**src/rtl/seq_detect_param.sv**
```systemverilog
// seq_detect_param: runtime-programmable serial pattern detector.
// Pattern value, pattern length (1..PAT_W) and overlap mode are selectable
// at run time; din_valid qualifies input bits so gapped streams are allowed.
// A saturating match counter counts detections.
// Optional build macro SEQ_DET_REG_OUT_EN: when defined, y is registered and
// asserts one clock after the last pattern bit; otherwise y is the
// combinational (Mealy) match indication.
module seq_detect_param #(
  parameter int unsigned       PAT_W   = 8,
  parameter int unsigned       LEN_W   = 4,
  parameter int unsigned       CNT_W   = 8,
  parameter logic [PAT_W-1:0]  PAT_RST = 8'b0000_1101,
  parameter logic [LEN_W-1:0]  LEN_RST = 4'd4
) (
  input  logic             clk,
  input  logic             rst,
  input  logic             din,
  input  logic             din_valid,
  input  logic             load,
  input  logic [PAT_W-1:0] pat_in,
  input  logic [LEN_W-1:0] len_in,
  input  logic             overlap,
  input  logic             cnt_clr,
  output logic             y,
  output logic [CNT_W-1:0] match_cnt,
  output logic             cfg_err
);

  localparam logic [LEN_W-1:0] L_PAT_W    = LEN_W'(PAT_W);
  localparam logic [LEN_W-1:0] L_FILL_MAX = LEN_W'(PAT_W - 1);
  localparam logic [CNT_W-1:0] L_CNT_MAX  = {CNT_W{1'b1}};
  localparam logic [CNT_W-1:0] L_CNT_ONE  = {{(CNT_W-1){1'b0}}, 1'b1};

  logic [PAT_W-1:0] r_pat;
  logic [LEN_W-1:0] r_len;
  logic [PAT_W-2:0] r_hist;
  logic [LEN_W-1:0] r_fill;
  logic [CNT_W-1:0] r_cnt;
  logic             r_cfg_err;

  logic             w_accept;
  logic [PAT_W-1:0] w_win;
  logic [PAT_W-1:0] w_mask;
  logic             w_fill_ok;
  logic             w_pat_eq;
  logic             w_match;
  logic             w_len_bad;

  // A bit is taken into the window only when qualified and not in a load cycle.
  assign w_accept  = din_valid & ~load;
  assign w_win     = {r_hist, din};
  // Enough bits since the last clear: fill + 1 >= len (widened to avoid wrap).
  assign w_fill_ok = (({1'b0, r_fill} + {{LEN_W{1'b0}}, 1'b1}) >= {1'b0, r_len});
  assign w_pat_eq  = (((w_win ^ r_pat) & w_mask) == {PAT_W{1'b0}});
  // Gated by rst so y stays low throughout reset whatever the reset config.
  assign w_match   = rst & w_accept & ~r_cfg_err & w_fill_ok & w_pat_eq;
  assign w_len_bad = (len_in == {LEN_W{1'b0}}) || (len_in > L_PAT_W);

  // Compare mask selecting the low r_len bits of the window and pattern.
  always_comb begin
    w_mask = {PAT_W{1'b0}};
    for (int i = 0; i < PAT_W; i++) begin
      if (LEN_W'(i) < r_len) begin
        w_mask[i] = 1'b1;
      end else begin
        w_mask[i] = 1'b0;
      end
    end
  end

  // Pattern configuration and configuration-error flag, updated on load.
  always_ff @(posedge clk or negedge rst) begin
    if (!rst) begin
      r_pat     <= PAT_RST;
      r_len     <= LEN_RST;
      r_cfg_err <= 1'b0;
    end else if (load) begin
      r_pat     <= pat_in;
      r_len     <= len_in;
      r_cfg_err <= w_len_bad;
    end else begin
      r_pat     <= r_pat;
      r_len     <= r_len;
      r_cfg_err <= r_cfg_err;
    end
  end

  // Bit history and fill level; non-overlap matches restart the fill.
  always_ff @(posedge clk or negedge rst) begin
    if (!rst) begin
      r_hist <= {(PAT_W-1){1'b0}};
      r_fill <= {LEN_W{1'b0}};
    end else if (load) begin
      r_hist <= {(PAT_W-1){1'b0}};
      r_fill <= {LEN_W{1'b0}};
    end else if (w_accept) begin
      r_hist <= w_win[PAT_W-2:0];
      if (w_match && !overlap) begin
        r_fill <= {LEN_W{1'b0}};
      end else if (r_fill == L_FILL_MAX) begin
        r_fill <= r_fill;
      end else begin
        r_fill <= r_fill + {{(LEN_W-1){1'b0}}, 1'b1};
      end
    end else begin
      r_hist <= r_hist;
      r_fill <= r_fill;
    end
  end

  // Saturating match counter; a clear coinciding with a match leaves 1.
  always_ff @(posedge clk or negedge rst) begin
    if (!rst) begin
      r_cnt <= {CNT_W{1'b0}};
    end else if (cnt_clr) begin
      r_cnt <= w_match ? L_CNT_ONE : {CNT_W{1'b0}};
    end else if (w_match && (r_cnt != L_CNT_MAX)) begin
      r_cnt <= r_cnt + L_CNT_ONE;
    end else begin
      r_cnt <= r_cnt;
    end
  end

  assign match_cnt = r_cnt;
  assign cfg_err   = r_cfg_err;

`ifdef SEQ_DET_REG_OUT_EN
  logic r_y;

  // Registered match indication, one clock after the last pattern bit.
  always_ff @(posedge clk or negedge rst) begin
    if (!rst) begin
      r_y <= 1'b0;
    end else begin
      r_y <= w_match;
    end
  end

  assign y = r_y;
`else
  assign y = w_match;
`endif

endmodule

```
**config.mk**
```make
export PLATFORM = sky130hd
export DESIGN_NAME = seq_detect_param
export DESIGN_NICKNAME = d
export VERILOG_FILES = /design/src/rtl/seq_detect_param.sv
export SDC_FILE = /design/constraint.sdc
export NUM_CORES = 1
export LEC_CHECK = 0
export ABC_AREA = 1
export BUFFER_PORTS_ARGS = -buffer_cell sky130_fd_sc_hd__buf_2
export CAP_MARGIN = 20
export CORE_MARGIN = 8
export CORE_UTILIZATION = 55
export CTS_BUF_LIST = sky130_fd_sc_hd__clkbuf_16
export CTS_CLUSTER_DIAMETER = 200
export CTS_CLUSTER_SIZE = 16
export DETAILED_ROUTE_END_ITERATION = 7
export PLACE_DENSITY = 0.87
export SLEW_MARGIN = 10
export SYNTH_ARGS = -nofsm -noshare
export SYNTH_HDL_FRONTEND = slang
export SYNTH_SLANG_ARGS = --single-unit
```
**constraint.sdc**
```tcl
create_clock -name clk -period 3.01 [get_ports clk]
set_clock_uncertainty 0.1 [all_clocks]
set_input_delay 0 -clock clk [delete_from_list [all_inputs] [get_ports clk]]
set_output_delay 0 -clock clk [all_outputs]
set_load 0.02 [all_outputs]
```
==> results.toml, run 1 <==
[clock_tree]
cts-htree-levels = 2
cts_inserted_buffers = 5
clock_insertion_delay_worst_skew_ns = 0.27
cts.sinks = 32
tritoncts = "done"
cts_root_buf = "clkbuf_16"
clk_buf_depth = 2
postCtsSetupRepairBufs = 0
cts.reportedPaths.clkPinSlew_ns = 0.05

[setup_path]
critPathCaptureType = "register"
timing.critical_path.slowest_cell_delay_ns = 0.43
critical_path_required_ns = 3.07
crit_arrival_ns = 2.41
crit_chain = "nand3_1 -> xor2_1 -> inv_1 -> ha_1 -> a21oi_1 -> nand3_1 -> nor2_1 -> nor2_1 -> and2_4 -> nand2_8 -> nand2_4 -> nand3_1 -> nand2_1"
cp_slowest_cell = "dfrtp_1"
critical_path.max_fanout = 9
setup.worst_path.class = "register to register"
setup.worst_path.start_class = "register"
critical_path.most_common_cell = "nand3_1"
critical_path.top_delay_family = "simple AND/OR/NAND/NOR gates"
path_buf_inv = 1

[floorplan]
die_height_um = 73.2
fp-row-count = 20
floorplan.die_area_um2 = 5360
boundaryPins = 29
floorplan.initialDensity_pct = 58.5
design.core.area_um2 = 3080
die_w_um = 73.2

[detailed_routing]
route.detailed.wl_per_inst_um = 12.3
wl_met3_um = 221
via_cell_ratio = 5.05
detailedRoute.firstIterationViolations = 155
drtPass1Iterations = 4
route.vias.total = 1642
top_signal_layer_used = "met4"
drc = 0
total_wirelength_mm = 4.01
sum_of_routed_wire_segments_on_met1_mm = 1.78
detailroute.wirelength.met2_mm = 1.96
drt.antenna.violating_nets = 0

[grt]
grt_start_max_net_pins = 33
via_count_of_the_first_global_routing_pass = 1530
grt_antenna_before_repair = 0
grt_use_total_pct = 16.4
globalRoute.totalOverflow = 0
wire_length_of_the_first_global_routing_pass_mm = 6.81

[synthesis]
synth_top_area_share_pct = 38.9
synth_fp_nets = 259
syn-instance-count = 234
ys_types = 27
post_synth_main_area_contributors = "dfrtp_1, nand2_1, nand3_1, dfstp_2, inv_1"
syn_area_per_cell_um2 = 7.69
synth_top_cell_by_area = "dfrtp_1"
synth_seq_cells = 32
synth_warnings = 0
proportion_of_synthesized_chip_area_in_sequential_cells_pct = 44.8
syn_area_um2 = 1800

[cells_and_area]
final_net_count = 305
register_area_um2 = 806
layout.filler_cells = 240
area.growth.synth_to_final_pct = 25.5
multi_input_combinational_cell_area_um2 = 858
layout.core_utilization_pct = 73.4
diodes = 0
final-instance-count-excl-fill = 325
post_route_cells_drive_above_1_share_pct = 16.7

[sta]
min_period_over_period_pct = 78.2
setup_viol = 0
finalWorstPathRequiredPeriod_ns = 2.35
finalHoldViolCount = 0
rsz0062_at_grt = "no"
worstMarginPinSlew_ns = 0.403
maxSlewViolCount = 0
slew_headroom_pct = 73.1
setup-tns-final_ns = 0
fmax_mhz = 425

[placement]
place.detailed.hpwl_mm = 2.83
numPlacedInstances = 302
gp_routability_congestion = 0.811
placement.io_buffers = 28

[pwr]
power_switching_mw = 0.288
peakVddDrop_mv = 0.360
power_density_nw_per_um2 = 492
total_power_mw = 1.11
power.internal_mw = 0.824
power.share.clock_pct = 41.7
p_sw_share_pct = 25.9
share_comb_of_total_power_pct = 15.0
pwr-share-seq_pct = 43.2
cellLeakagePower_nw = 1.21

[run]
maxCapViolCount = 0

[hold_path]
holdCritPathClass = "primary input to register"

[status]
run_status = "finished, final reports clean"
routing by layer:
layer	track usage, %	vias up
met5	0	-
met4	7.11	0
met3	5.63	7
met2	25.8	49
met1	19.6	752
li1	-	834
flip-flops by register name, summed over array words and instances, names as in the netlist:
| register | count |
|---|---|
| r_pat | 8 |
| match_cnt | 8 |
| r_len | 4 |
| cfg_err | 1 |
| r_fill | 4 |
| r_hist | 7 |
power groups by stage:
stage | logic, mW | clock network, mW | registers (mW)
3_3_place_gp | 0.146 | 0 | 0.486
4_1_cts | 0.168 | 0.471 | 0.480
5_1_grt | 0.193 | 0.493 | 0.484
6_report | 0.167 | 0.465 | 0.481
2_1_floorplan | 0.0994 | 0 | 0.486
3_5_place_dp | 0.150 | 0 | 0.487
stage by stage:
step                      setup slack, ns  cell area, um2  hold WS (ns)
after floorplan                     0.892            1800        -0.396
final                               0.656            2260        0.0126
after detailed placement            0.733            1970       -0.0260
after CTS                           0.677            2260        0.0120
after global placement              0.836            1970       -0.0199
after global routing                0.440            2260        0.0267
cell usage after synthesis (all sizes together):
master  instances
nor3            2
xor2            8
o21ai          13
o22ai           7
nand2          79
dfrtp          28
nor2           18
a21oi           3
inv            25
or2             1
clkinv          3
and2            1
buf             1
nand4           1
nand3          27
nand3b          1
clkbuf          4
xnor2           2
dfstp           4
ha              6
layout by cell type (no fill, tap or decap), drive strengths merged, types with 5 or more instances in the layout:
cell type / count
nand2: 79
dlygate4sd3: 15
o22ai: 7
clkbuf: 5
xor2: 8
inv: 27
buf: 29
nand3: 27
o21ai: 13
dfrtp: 28
ha: 6
nor2: 18
worst min-delay path, delay by kind of cell:
| kind | cells | cell delay, ns |
|---|---|---|
| AO/OA/AOI/OAI | 1 | 0.07 |
| buffers and inverters | 1 | 0.21 |
| AND/OR/NAND/NOR | 1 | 0.09 |
timing repair:
action,in CTS,in global routing
hold endpoints to repair,51,0
hold buffers,15,0
gates resized for setup,0,0
cell type report:
| type | instances | share of cell area [%] |
|---|---|---|
| Sequential cell | 32 | 35.7 |
| Multi-Input combinational cell | 169 | 38.0 |
| Timing Repair Buffer | 44 | 13.2 |
| Clock inverter | 3 | 0.498 |
| Inverter | 28 | 4.71 |
| Clock buffer | 5 | 5.54 |
| Tap cell | 44 | 2.44 |
path summary, 6_finish.rpt:
| kind | from | endpoint | slack (ns) | depth (start not counted) |
|---|---|---|---|---|
| worst max register to register | r_fill[0] | match_cnt[5] | 0.66 | 13 |
| worst min-delay path | load | r_pat[3] | 0.01 | 3 |
| worst min register to register | r_pat[2] | r_pat[2] | 0.40 | 2 |
| min in group asynchronous | rst | match_cnt[5] | 0.21 | 3 |
| max in group asynchronous | rst | r_len[2] | 2.26 | 3 |
| worst max-delay path | r_fill[0] | match_cnt[5] | 0.66 | 13 |
cell families (layout without fill, tap and decap cells):
group	count (synthesis)	in the layout	synth area share (%)
DFF	32	32	44.8
adders and majority gates	6	6	4.17
and+or+nand+nor	130	130	31.8
AOI/OAI and AO/OA	23	23	6.88
xor gates and xnor gates	10	10	4.86
buffers and inverters	33	80	7.57
No activity file was read; power rests on OpenSTA's default activity.
==> inputs of run 2 (changes only) <==
==> constraint.sdc (replaced) <==
create_clock -name clk -period 2.2 [get_ports clk]
set_clock_uncertainty 0.1 [all_clocks]
set_input_delay 0 -clock clk [delete_from_list [all_inputs] [get_ports clk]]
set_output_delay 0 -clock clk [all_outputs]
set_load 0.02 [all_outputs]
==> run 2 against run 1 <==
  * Utilization up 5.9 points
  * Routed wire length is 15% higher
  * First-iteration DRC count is 14% lower
  * The run now ends with setup timing left
  * Via count up 4.9%
==> results.toml, run 2 (synthesized netlist as in run 1, its figures left out) <==
[setup_path]
critPathLaunch = "r_fill[2]"
setup.worst_path.class = "register to output pin"
crit_chain = "nand3_2 -> xor2_2 -> inv_2 -> ha_4 -> nand3_2 -> a21oi_2 -> nor2_1 -> nor2_1 -> and2_4 -> buf_6"
setup.worst_path.start_class = "register"
cp_slowest_cell = "dfrtp_2"
crit_arrival_ns = 2.17
critPathCaptureType = "output pin"
critical_path_required_ns = 2.10
timing.rr.start = "r_fill[2]"
critical_path.max_fanout = 5
timing.critical_path.slowest_cell_delay_ns = 0.44

[run]
maxCapViolCount = 0

[clock_tree]
tritoncts = "done"
cts_root_buf = "clkbuf_16"
cts_inserted_buffers = 5
cts.reportedPaths.clkPinSlew_ns = 0.05
clk_buf_depth = 2
clock_insertion_delay_worst_skew_ns = 0.28
cts-htree-levels = 2
cts.sinks = 32

[sta]
worstMarginPinSlew_ns = 0.419
finalHoldViolCount = 0
min_period_over_period_pct = 103
final_critical_path_setup_slack_ns = -0.0665
finalWorstPathRequiredPeriod_ns = 2.27
setup-tns-final_ns = -0.538
setup_viol = 12
maxSlewViolCount = 0
slew_headroom_pct = 72.0
rsz0062_at_grt = "yes"
hold-worst-slack_ns = 0.00501
fmax_mhz = 441

[detailed_routing]
total_wirelength_mm = 4.61
detailedRoute.firstIterationViolations = 134
drc = 0
route.detailed.wl_per_inst_um = 13.8
route.vias.total = 1722
drt.antenna.violating_nets = 0
via_cell_ratio = 5.17
drtPass1Iterations = 4

[pwr]
cellLeakagePower_nw = 1.24
power.share.clock_pct = 41.5
p_sw_share_pct = 27.6
pwr-share-seq_pct = 40.8
share_comb_of_total_power_pct = 17.6
total_power_mw = 1.61
peakVddDrop_mv = 0.673
power_switching_mw = 0.446
power.internal_mw = 1.17
power_density_nw_per_um2 = 662

[floorplan]
boundaryPins = 29
die_height_um = 73.2
floorplan.initialDensity_pct = 58.5
design.core.area_um2 = 3080
fp-row-count = 20
floorplan.die_area_um2 = 5360
die_w_um = 73.2

[placement]
placement.io_buffers = 28
numPlacedInstances = 303
gp_routability_congestion = 0.820
placed_cell_area_um2 = 1980
place.detailed.hpwl_mm = 2.92
placement.setup.worst_slack_ns = -0.0301

[grt]
grt_antenna_before_repair = 0
via_count_of_the_first_global_routing_pass = 1637
wire_length_of_the_first_global_routing_pass_mm = 7.25
grt_use_total_pct = 17.4
globalRoute.totalOverflow = 0
grt_start_max_net_pins = 33

[status]
run_status = "finished with violations"
failed_checks = "setup timing"

[cells_and_area]
area.growth.synth_to_final_pct = 35.5
commonest_cells_after_routing_fill_and_taps_aside = "nand2_1, dfrtp_1, buf_2, nand3_1, inv_1"
summed_area_of_non_filler_cells_in_the_final_layout_um2 = 2440
final_net_count = 313
layout.core_utilization_pct = 79.3
post_route_cells_drive_above_1_share_pct = 27.0
layout.cells.most_common = "nand2_1"
final-instance-count-excl-fill = 333
diodes = 0

[hold_path]
holdCritPathClass = "primary input to register"
worstHoldStart = "load"
## run 2: what timing repair did
action / in CTS / in global routing
hold endpoints to repair: 51 / 0
pin swaps: 1 / 16
setup endpoints to repair: 6 / 13
hold buffers: 15 / 0
gates cloned: 0 / 1
resized for setup: 4 / 21
setup buffers: 2 / 4
## run 2: power by group through the flow
stage,Clock [mW],Combinational (mW),Sequential [mW]
final,0.670,0.285,0.659
after global routing,0.704,0.318,0.663
after CTS,0.678,0.239,0.656
after detailed placement,0,0.211,0.665
after global placement,0,0.204,0.664
after floorplan,0,0.136,0.665
## run 2: per-layer routing
metal	vias to the layer above	GRT usage, %	part of all wire (%)
met1	811	20.1	43
met3	6	5.91	5.0
met2	47	29.5	51
met4	0	5.56	1.3
li1	858	-	-
met5	-	0	0
## run 2: worst max-delay path, delay by kind of cell (launching register included)
| family | cells | cell delay [ns] |
|---|---|---|
| compound gates | 1 | 0.12 |
| xor+xnor | 1 | 0.18 |
| fa+ha+maj | 1 | 0.29 |
| buf+inv | 2 | 0.21 |
| flops | 1 | 0.44 |
| simple gates | 5 | 0.66 |
## run 2: final timing paths
check | depth (start not counted) | slack (ns) | end
max in group asynchronous | 3 | 1.44 | r_pat[0]
setup / recovery | 10 | -0.07 | y
hold / removal | 3 | 0.005 | r_pat[0]
setup reg to reg | 13 | -0.07 | match_cnt[6]
min in group asynchronous | 3 | 0.22 | match_cnt[0]
hold reg to reg | 2 | 0.40 | r_pat[3]
## run 2: final cells by class
cell class | count | area, um2
inverter | 28 | 106
fill | 216 | 638
timing repair buffer | 51 | 357
clock buffer | 5 | 125
multi-input combinational | 170 | 971
tap | 44 | 55.1
clock inverter | 3 | 18.8
sequential | 32 | 807
